==> config.mk <==
export PLATFORM = sky130hd
export DESIGN_NAME = seg7_readback
export DESIGN_NICKNAME = d
export VERILOG_FILES = /design/src/rtl/seg7_pkg.sv /design/src/rtl/seg7_pattern_decode.sv /design/src/rtl/seg7_readback.sv
export SDC_FILE = /design/constraint.sdc
export NUM_CORES = 1
export LEC_CHECK = 0
export CORE_MARGIN = 3
export CORE_UTILIZATION = 55
export CTS_CLUSTER_DIAMETER = 120
export DETAILED_ROUTE_END_ITERATION = 8
export GPL_TIMING_DRIVEN = 0
export MAX_ROUTING_LAYER = met4
export PLACE_DENSITY = 0.79
export SETUP_SLACK_MARGIN = 0.05
export SYNTH_ARGS = -nofsm -noshare
export SYNTH_HDL_FRONTEND = slang
export SYNTH_HIERARCHICAL = 1
export SYNTH_SLANG_ARGS = --single-unit
==> constraint.sdc <==
create_clock -name clk -period 3.35 [get_ports clk]
set_clock_uncertainty 0.05 [all_clocks]
set_input_delay 0.67 -clock clk [delete_from_list [all_inputs] [get_ports clk]]
set_output_delay 0.67 -clock clk [all_outputs]
set_load 0.1 [all_outputs]
==> src/rtl/seg7_pkg.sv <==
// Shared 7-segment constants: active-low codes, segment bit indices, output FSM states.
package seg7_pkg;

  // Segment bit positions on the active-low bus
  localparam int unsigned SEG_A = 0;
  localparam int unsigned SEG_B = 1;
  localparam int unsigned SEG_C = 2;
  localparam int unsigned SEG_D = 3;
  localparam int unsigned SEG_E = 4;
  localparam int unsigned SEG_F = 5;
  localparam int unsigned SEG_G = 6;

  // Active-low patterns for hex digits 0..F, and the all-off pattern
  localparam logic [6:0] SEG_0     = 7'h40;
  localparam logic [6:0] SEG_1     = 7'h79;
  localparam logic [6:0] SEG_2     = 7'h24;
  localparam logic [6:0] SEG_3     = 7'h30;
  localparam logic [6:0] SEG_4     = 7'h19;
  localparam logic [6:0] SEG_5     = 7'h12;
  localparam logic [6:0] SEG_6     = 7'h02;
  localparam logic [6:0] SEG_7     = 7'h78;
  localparam logic [6:0] SEG_8     = 7'h00;
  localparam logic [6:0] SEG_9     = 7'h10;
  localparam logic [6:0] SEG_HA    = 7'h08;
  localparam logic [6:0] SEG_HB    = 7'h03;
  localparam logic [6:0] SEG_HC    = 7'h46;
  localparam logic [6:0] SEG_HD    = 7'h21;
  localparam logic [6:0] SEG_HE    = 7'h06;
  localparam logic [6:0] SEG_HF    = 7'h0E;
  localparam logic [6:0] SEG_BLANK = 7'h7F;

  // Output slot state
  typedef enum logic {
    ST_EMPTY = 1'b0,
    ST_FULL  = 1'b1
  } out_state_t;

endpackage

==> src/rtl/seg7_pattern_decode.sv <==
// Combinational decode of an active-low 7-segment pattern to a hex digit.
module seg7_pattern_decode
  import seg7_pkg::*;
(
  input  logic [6:0] pattern,
  output logic [3:0] digit,
  output logic       is_legal,
  output logic       is_blank
);

  // Reverse lookup of the encoder table; anything unlisted is illegal
  always_comb begin
    digit    = '0;
    is_legal = 1'b1;
    is_blank = (pattern == SEG_BLANK);
    unique case (pattern)
      SEG_0:   digit = 4'h0;
      SEG_1:   digit = 4'h1;
      SEG_2:   digit = 4'h2;
      SEG_3:   digit = 4'h3;
      SEG_4:   digit = 4'h4;
      SEG_5:   digit = 4'h5;
      SEG_6:   digit = 4'h6;
      SEG_7:   digit = 4'h7;
      SEG_8:   digit = 4'h8;
      SEG_9:   digit = 4'h9;
      SEG_HA:  digit = 4'hA;
      SEG_HB:  digit = 4'hB;
      SEG_HC:  digit = 4'hC;
      SEG_HD:  digit = 4'hD;
      SEG_HE:  digit = 4'hE;
      SEG_HF:  digit = 4'hF;
      default: is_legal = 1'b0;
    endcase
  end

endmodule

==> src/rtl/seg7_readback.sv <==
// Debounced 7-segment bus readback: decodes newly stable patterns into a
// single-slot valid/ready digit stream with error, blank and overrun flags.
module seg7_readback
  import seg7_pkg::*;
#(
  parameter int unsigned STABLE_CYCLES = 4,
  parameter int unsigned CNT_W         = 8
) (
  input  logic             clk,
  input  logic             rst,
  input  logic [6:0]       SEG,
  output logic [3:0]       OUT_DIGIT,
  output logic             OUT_VALID,
  input  logic             OUT_READY,
  output logic             ERR,
  output logic             BLANK,
  output logic             OVERRUN,
  output logic [CNT_W-1:0] CHG_CNT
);

  localparam logic [7:0] STABLE_MAX = 8'(STABLE_CYCLES);
  localparam logic [7:0] ACCEPT_AT  = 8'(STABLE_CYCLES - 1);

  logic [6:0] s_q;
  logic [7:0] stab_cnt;
  logic [6:0] last_acc;
  logic       have_acc;

  logic [3:0] dec_digit;
  logic       dec_legal;
  logic       dec_blank;

  logic       accept;
  logic       digit_evt;

  out_state_t state, state_d;
  logic       load;
  logic       drop;

  seg7_pattern_decode u_decode (
    .pattern  (s_q),
    .digit    (dec_digit),
    .is_legal (dec_legal),
    .is_blank (dec_blank)
  );

  // The counter steps S-1 -> S exactly once per stable run, so acceptance
  // fires once; the new-pattern test suppresses re-emission after glitches.
  assign accept    = (SEG == s_q) && (stab_cnt == ACCEPT_AT) &&
                     (!have_acc || (s_q != last_acc));
  assign digit_evt = accept && dec_legal;

  // Sample the bus, run the stability counter and record accepted patterns
  always_ff @(posedge clk) begin
    if (rst) begin
      s_q      <= SEG_BLANK;
      stab_cnt <= '0;
      last_acc <= SEG_BLANK;
      have_acc <= 1'b0;
      ERR      <= 1'b0;
      BLANK    <= 1'b0;
    end else begin
      s_q <= SEG;
      if (SEG != s_q) begin
        stab_cnt <= '0;
      end else if (stab_cnt != STABLE_MAX) begin
        stab_cnt <= stab_cnt + 8'd1;
      end
      if (accept) begin
        last_acc <= s_q;
        have_acc <= 1'b1;
        ERR      <= !dec_legal && !dec_blank;
        BLANK    <= dec_blank;
      end
    end
  end

  // Output slot state register
  always_ff @(posedge clk) begin
    if (rst) begin
      state <= ST_EMPTY;
    end else begin
      state <= state_d;
    end
  end

  // Slot next-state: load on event when free or being drained, drop otherwise
  always_comb begin
    state_d = state;
    load    = 1'b0;
    drop    = 1'b0;
    unique case (state)
      ST_EMPTY: begin
        if (digit_evt) begin
          load    = 1'b1;
          state_d = ST_FULL;
        end
      end
      ST_FULL: begin
        if (OUT_READY) begin
          if (digit_evt) begin
            load = 1'b1;
          end else begin
            state_d = ST_EMPTY;
          end
        end else if (digit_evt) begin
          drop = 1'b1;
        end
      end
      default: state_d = ST_EMPTY;
    endcase
  end

  // Digit slot, event counter and sticky overrun flag
  always_ff @(posedge clk) begin
    if (rst) begin
      OUT_DIGIT <= '0;
      CHG_CNT   <= '0;
      OVERRUN   <= 1'b0;
    end else begin
      if (load) begin
        OUT_DIGIT <= dec_digit;
        CHG_CNT   <= CHG_CNT + CNT_W'(1);
      end
      if (drop) begin
        OVERRUN <= 1'b1;
      end
    end
  end

  assign OUT_VALID = (state == ST_FULL);

endmodule

==> results of run 1 <==
Yosys cell counts (4+ instances only):
| master | n | area share (%) |
|---|---|---|
| dfxtp_1 | 39 | 36 |
| nor2_1 | 27 | 4.7 |
| a21oi_1 | 23 | 5.3 |
| nand3_1 | 15 | 3.5 |
| clkbuf_1 | 12 | 2.1 |
| o21ai_0 | 12 | 2.8 |
| xor2_1 | 12 | 4.9 |
| xnor2_1 | 10 | 4.1 |
| nand4_1 | 8 | 2.3 |
| or2_2 | 8 | 2.3 |
| a211oi_1 | 7 | 2.4 |
| and3_1 | 7 | 2.0 |
| nand2b_1 | 6 | 1.7 |
| nor2b_1 | 6 | 1.7 |
| buf_2 | 5 | 1.2 |
| nand2_1 | 5 | 0.87 |
| or4_1 | 5 | 1.7 |
| inv_1 | 4 | 0.70 |
| nor3_1 | 4 | 0.93 |
| o31ai_1 | 4 | 1.4 |
where the power goes:
group / switching (W) / leakage (nW) / internal (W)
Combinational: 0.0000401 / 0.508 / 0.0000351
Sequential: 0.00000930 / 0.316 / 0.000468
Clock: 0.000160 / 0.0515 / 0.000188
Total: 0.000209 / 0.876 / 0.000691
through the flow:
stage	worst slack (ns)	hold slack, ns
final	0.265	0.417
after global placement	0.344	0.404
after detailed placement	0.327	0.413
after CTS	0.309	0.423
after floorplan	0.817	0.390
after global routing	0.0759	0.443
critical path, delay by kind of cell, from the launching register on:
kind            cells  cell delay [ns]
compound gates      3             0.52
simple gates        4             1.19
buf+inv             3             0.82
flops               1             0.44
state kept, by name, indices dropped and copies added, names as in the netlist:
signal	flops
OUT_VALID	1
s_q	7
BLANK	1
OUT_DIGIT	4
OVERRUN	1
stab_cnt	8
CHG_CNT	8
ERR	1
have_acc	1
last_acc	7
per-layer routing:
metal	routed length, µm	part of all wire [%]	vias up	track usage (%)
met5	0	0	-	-
met4	51	1.1	0	5.96
met3	234	5.1	8	4.86
met2	2210	48	56	35.3
met1	2140	46	929	28.2
li1	-	-	995	-
area by class of cell:
class / count / area, µm²
Buffer: 19 / 90.1
Inverter: 4 / 15.0
Clock buffer: 8 / 100
Timing Repair Buffer: 25 / 250
Multi-Input combinational cell: 196 / 1270
Fill cell: 329 / 1150
Sequential cell: 39 / 782
Tap cell: 48 / 60.1
path summary, 6_finish.rpt:
check	slack [ns]	startpoint	cells past startpoint	endpoint
worst max-delay path	0.27	s_q[6]$_SDFF_PP1_	10	CHG_CNT[0]$_SDFFE_PP0P_
worst min-delay path	0.42	OVERRUN$_SDFFE_PP0P_	2	OVERRUN$_SDFFE_PP0P_
worst min register to register	0.42	OVERRUN$_SDFFE_PP0P_	2	OVERRUN$_SDFFE_PP0P_
worst max register to register	0.27	s_q[6]$_SDFF_PP1_	10	CHG_CNT[0]$_SDFFE_PP0P_
cell families (layout without fill, tap and decap cells):
group	after synthesis	count (layout)
AOI/OAI and AO/OA	58	58
xor gates and xnor gates	22	22
adders and majority gates	3	3
muxes	3	3
buffers and inverters	23	56
DFF	39	39
and+or+nand+nor	110	110
repair_timing:
item | CTS | global route
endpoints found under the setup margin | 0 | 4
buffers inserted | 0 | 0
hold endpoints to repair | 0 | 0
resized for setup | 0 | 3
==> run_results.csv, run 1 <==
group,metric,value,unit
status,status,"completed",
setup_path,crit_path_frequent_cell,"clkbuf_1",
floorplan,num_io_pins,26,
synth,synth_mux_area_share,1.51,%
grt,grt_pass1_wl,7.77,mm
sta,hold_viol_final,0,
setup_path,cp_cell_sequence,"clkbuf_1, or3b_2, o22ai_1, or3_1, and2_1, clkbuf_1, o21ai_0, clkbuf_1, or3_1, a21oi_1",
synth,syn_inst,258,
power,p_leak,0.876,nW
floorplan,coreArea,0.00372,mm²
cts,cts_tree,"yes",
sta,rsz0062_at_grt,"false",
cts,numClockSinks,39,
finish,antennaDiodeCount,0,
setup_path,required,3.52,ns
grt,grt_util_all_layers,22.1,%
synth,yosysUniqueCellTypes,48,
grt,grt_max_degree,12,
sta,drv_slew,0,
sta,setup_tns,0,ns
grt,grt_pass1_vias,1735,
cts,clkLatencyLatePin,0.29,ns
power,p_per_area,350,mW/mm²
synth,syn_nets,271,
synth,synth_edf_count,0,
grt,grt_overflow,0,
synth,ys_seq_area_share,36.2,%
finish,final_common_cell,"dfxtp_1",
hold_path,min_path_type,"reg2reg",
finish,nNetsFinal,303,
synth,yosysWarnings,6,
detailed_routing,post_drt_via_cell_ratio,5.86,
setup_path,cp_slowest_stage_delay,0.50,ns
detailed_routing,via_count,1988,
cts,cts-root-buf,"clkbuf_8",
sta,setup_viol,0,
setup_path,critical_path_class,"reg2reg",
floorplan,die_x,68.6,µm
synth,synth_fa_ha_area_share,1.74,%
finish,final_core_util,69.1,%
floorplan,die_h,68.6,µm
setup_path,crit_path_end_kind,"flip-flop",
sta,fin_crit_sh,92.1,%
finish,syn_to_final_growth,19.2,%
placed_design,numPlacedInstances,331,
sta,tightest_slew,0.967,ns
synth,syn_area,0.00216,mm²
cts,path_clk_slew,0.07,ns
cts,cts-htree-levels,2,
detailed_routing,routedWlPerCell,13.7,µm
synth,ys_ff_latch,39,
detailed_routing,drtIter0Drc,104,
synth,synthXorXnorAreaFrac,8.94,%
power,vdd_drop_max,291,µV
placed_design,hpwlAfterDp,3.44,mm
sta,fmax,324,MHz
synth,synth_top_family_by_area,"simple AND/OR/NAND/NOR gates",
finish,finalNonFillerCells,339,
setup_path,cp-start-kind,"flip-flop",
synth,synth-simple-area-share,29.8,%
grt,antenna_found_initial,0,
detailed_routing,drc,0,
synth,synth-main-ff-cell,"dfxtp_1",
placed_design,gp_congestion,0.873,
cts,cts_inserted_buffers,5,
floorplan,start_util,58.0,%
sta,fin_crit,3.08,ns
finish,drive_gt1_share,11.0,%
setup_path,cpMaxStageDelayCell,"or3b_2",
placed_design,place_area,0.00247,mm²
synth,synth-compound-area-share,17.0,%
detailed_routing,ant_nets,0,
synth,syn_area_per_cell,8.36,µm²
detailed_routing,drtPass1Iterations,4,
setup_path,path_max_fanout,10,
cts,holdBufCountCts,0,
power,total_power,0.000900,W
floorplan,rows,22,
setup_path,worstPathArrival,3.26,ns
cts,clk_path_buf_depth,2,
finish,mostFrequentLayoutCells,"dfxtp_1, nor2_1, clkdlybuf4s50_1",
floorplan,die_area,0.00471,mm²
detailed_routing,routed_wl,4.63,mm
placed_design,port_buffers,25,
synth,synthArstFlopShare,0,%
sta,max_slew_margin,35.3,%
flow_run,drv_cap,0,
finish,post-route-cell-area,0.00257,mm²
(Power assumes the default switching activity.)
==> run 2: changes to the inputs <==
--- a/config.mk
+++ b/config.mk
@@ -6,12 +6,12 @@
 export NUM_CORES = 1
 export LEC_CHECK = 0
 export CORE_MARGIN = 3
-export CORE_UTILIZATION = 55
+export CORE_UTILIZATION = 59
 export CTS_CLUSTER_DIAMETER = 120
 export DETAILED_ROUTE_END_ITERATION = 8
 export GPL_TIMING_DRIVEN = 0
 export MAX_ROUTING_LAYER = met4
-export PLACE_DENSITY = 0.79
+export PLACE_DENSITY = 0.84
 export SETUP_SLACK_MARGIN = 0.05
 export SYNTH_ARGS = -nofsm -noshare
 export SYNTH_HDL_FRONTEND = slang
==> constraint.sdc (replaced) <==
create_clock -name clk -period 4 [get_ports clk]
set_clock_uncertainty 0.05 [all_clocks]
set_input_delay 0.8 -clock clk [delete_from_list [all_inputs] [get_ports clk]]
set_output_delay 0.8 -clock clk [all_outputs]
set_load 0.1 [all_outputs]
==> run 2 against run 1 <==
  * Sequential share of layout area grew 0.68 points
  * Sequential power shrank 16%
  * Design area shrank 2.3%
  * First-iteration DRC count grew 65%
  * Cell count shrank 1.2%
  * Critical path depth grew 1
  * Total power shrank 28%
  * Non-clock buffer count is the same
  * Hold slack gained 0.015 ns
  * Global-route usage grew 2.6 points
  * Register-to-register slack gained 0.61 ns
  * Critical endpoint unchanged
==> run_results.csv, run 2 (synthesized netlist as in run 1, its figures left out) <==
group,metric,value,unit
setup_path,required,4.24,ns
setup_path,r2r-start,"s_q[1]$_SDFF_PP1_",
sta,tightest_slew,0.969,ns
detailed_routing,routedWlPerCell,14.5,µm
detailed_routing,ant_nets,0,
power,p_per_area,260,mW/mm²
floorplan,coreArea,0.00342,mm²
grt,grt_pass1_vias,1858,
power,vdd_drop_max,211,µV
power,comb_power_share,9.7,%
sta,rsz0062_at_grt,"false",
setup_path,worstPathArrival,3.36,ns
setup_path,rr_worst_depth,11,
flow_run,drv_cap,0,
grt,antenna_found_initial,0,
hold_path,hp-start,"OVERRUN$_SDFFE_PP0P_",
cts,numClockSinks,39,
finish,syn_to_final_growth,16.4,%
power,share_seq_of_total_power,61.3,%
setup_path,r2r-end,"CHG_CNT[0]$_SDFFE_PP0P_",
sta,hold_viol_final,0,
setup_path,crit_path_end_kind,"flip-flop",
finish,n_fill_cell,286,
grt,grt_overflow,0,
hold_path,hold_depth,2,
floorplan,num_io_pins,26,
floorplan,start_util,63.1,%
finish,reg_top3,"CHG_CNT x8, stab_cnt x8",
sta,setup_viol,0,
sta,final.setup.worst_slack,0.877,ns
cts,cts-htree-levels,2,
setup_path,rrSetupSlack,0.88,ns
sta,fin_crit,3.12,ns
cts,cts-root-buf,"clkbuf_4",
cts,cts_setup_buffers,0,
hold_path,holdPathEnd,"OVERRUN$_SDFFE_PP0P_",
setup_path,critical_path_class,"reg2reg",
detailed_routing,routed_wl,4.84,mm
cts,cts.repair.resized,0,
sta,max_slew_margin,35.2,%
floorplan,die_h,66.4,µm
cts,path_clk_slew,0.12,ns
detailed_routing,via_count,1992,
sta,fmax,320,MHz
cts,holdBufCountCts,0,
cts,cts_inserted_buffers,5,
setup_path,cp-start-kind,"flip-flop",
power,p_sw,0.000169,W
finish,drive_gt1_share,10.0,%
sta,drv_slew,0,
sta,fin_crit_sh,78.1,%
cts,clkLatencyLatePin,0.35,ns
status,status,"completed",
finish,final_common_cell,"dfxtp_1",
power,p_leak,0.845,nW
placed_design,place_ws,0.958,ns
floorplan,rows,21,
grt,grt_util_all_layers,24.8,%
finish,nNetsFinal,303,
finish,mostFrequentLayoutCells,"dfxtp_1, nor2_1, clkdlybuf4s50_1",
detailed_routing,drtIter0Drc,172,
power,clock_power_share,29.0,%
cts,cts_tree,"yes",
grt,grt_pass1_wl,8.29,mm
placed_design,port_buffers,25,
floorplan,die_x,66.4,µm
detailed_routing,post_drt_via_cell_ratio,5.95,
setup_path,path_max_fanout,10,
grt,grt_max_degree,12,
power,intPower,0.000483,W
floorplan,die_area,0.00441,mm²
placed_design,hpwlAfterDp,3.43,mm
cts,clk_path_buf_depth,2,
sta,setup_tns,0,ns
placed_design,gp_congestion,0.882,
finish,antennaDiodeCount,0,
hold_path,min_path_type,"reg2reg",
detailed_routing,drtPass1Iterations,4,
detailed_routing,drc,0,
power,p_sw_share,25.9,%
==> run 2: area by class of cell <==
cell class	instances	area, µm²	share of cell area, %
Multi-Input combinational cell	196	1270	50.7
Sequential cell	39	781	31.1
Timing Repair Buffer	25	250	9.98
Buffer	19	88.8	3.54
Tap cell	46	57.6	2.29
Clock buffer	5	37.5	1.50
Inverter	4	15.0	0.599
Clock inverter	1	7.51	0.299
==> run 2: worst max path at each step <==
| stage | startpoint | endpoint | slack [ns] | cells after the start |
|---|---|---|---|---|
| 2_1_floorplan | s_q[3]$_SDFF_PP1_ | CHG_CNT[0]$_SDFFE_PP0P_ | 1.47 | 11 |
| 6_report | s_q[1]$_SDFF_PP1_ | CHG_CNT[0]$_SDFFE_PP0P_ | 0.88 | 11 |
| 3_3_place_gp | SEG[4] | CHG_CNT[6]$_SDFFE_PP0P_ | 1.0 | 7 |
| 3_5_place_dp | SEG[4] | CHG_CNT[6]$_SDFFE_PP0P_ | 0.96 | 7 |
| 4_1_cts | s_q[4]$_SDFF_PP1_ | CHG_CNT[0]$_SDFFE_PP0P_ | 0.95 | 11 |
| 5_1_grt | s_q[1]$_SDFF_PP1_ | CHG_CNT[0]$_SDFFE_PP0P_ | 0.56 | 11 |
==> run 2: worst max-delay path: stages (launching register included) <==
cell and delay (ns):
dfxtp_1 0.52, buf_2 0.27, nor4b_1 0.26, a22oi_1 0.13
o21ai_0 0.27, or3_1 0.23, and2_1 0.14, clkbuf_1 0.23
o21ai_0 0.23, clkbuf_1 0.25, or3_1 0.34, a21oi_1 0.15
==> run 2: metal layers <==
metal | part of all wire [%] | wire length (µm) | GRT usage [%]
met1 | 45 | 2170 | 31.1
met5 | 0 | 0 | -
met4 | 2.1 | 102 | 10.4
met3 | 4.1 | 200 | 5.44
met2 | 49 | 2380 | 38.3
==> run 2: through the flow <==
step,std cells,hold slack (ns),instance area (µm²),total power [W],util (%)
global route,335,0.450,2510,0.000681,73.4
floorplan,258,0.390,2160,0.000449,-
CTS,335,0.434,2510,0.000656,73.4
finish,335,0.432,2510,0.000652,73.4
detailed placement,329,0.418,2460,0.000471,72.1
global placement,329,0.406,2460,0.000470,72.1
==> run 2: power by group through the flow <==
stage          Sequential [W]  Clock, W  Combinational, W
6_report             0.000400  0.000189         0.0000631
2_1_floorplan        0.000406         0         0.0000429
3_3_place_gp         0.000408         0         0.0000616
4_1_cts              0.000400  0.000194         0.0000628
3_5_place_dp         0.000408         0         0.0000623
5_1_grt              0.000401  0.000211         0.0000698
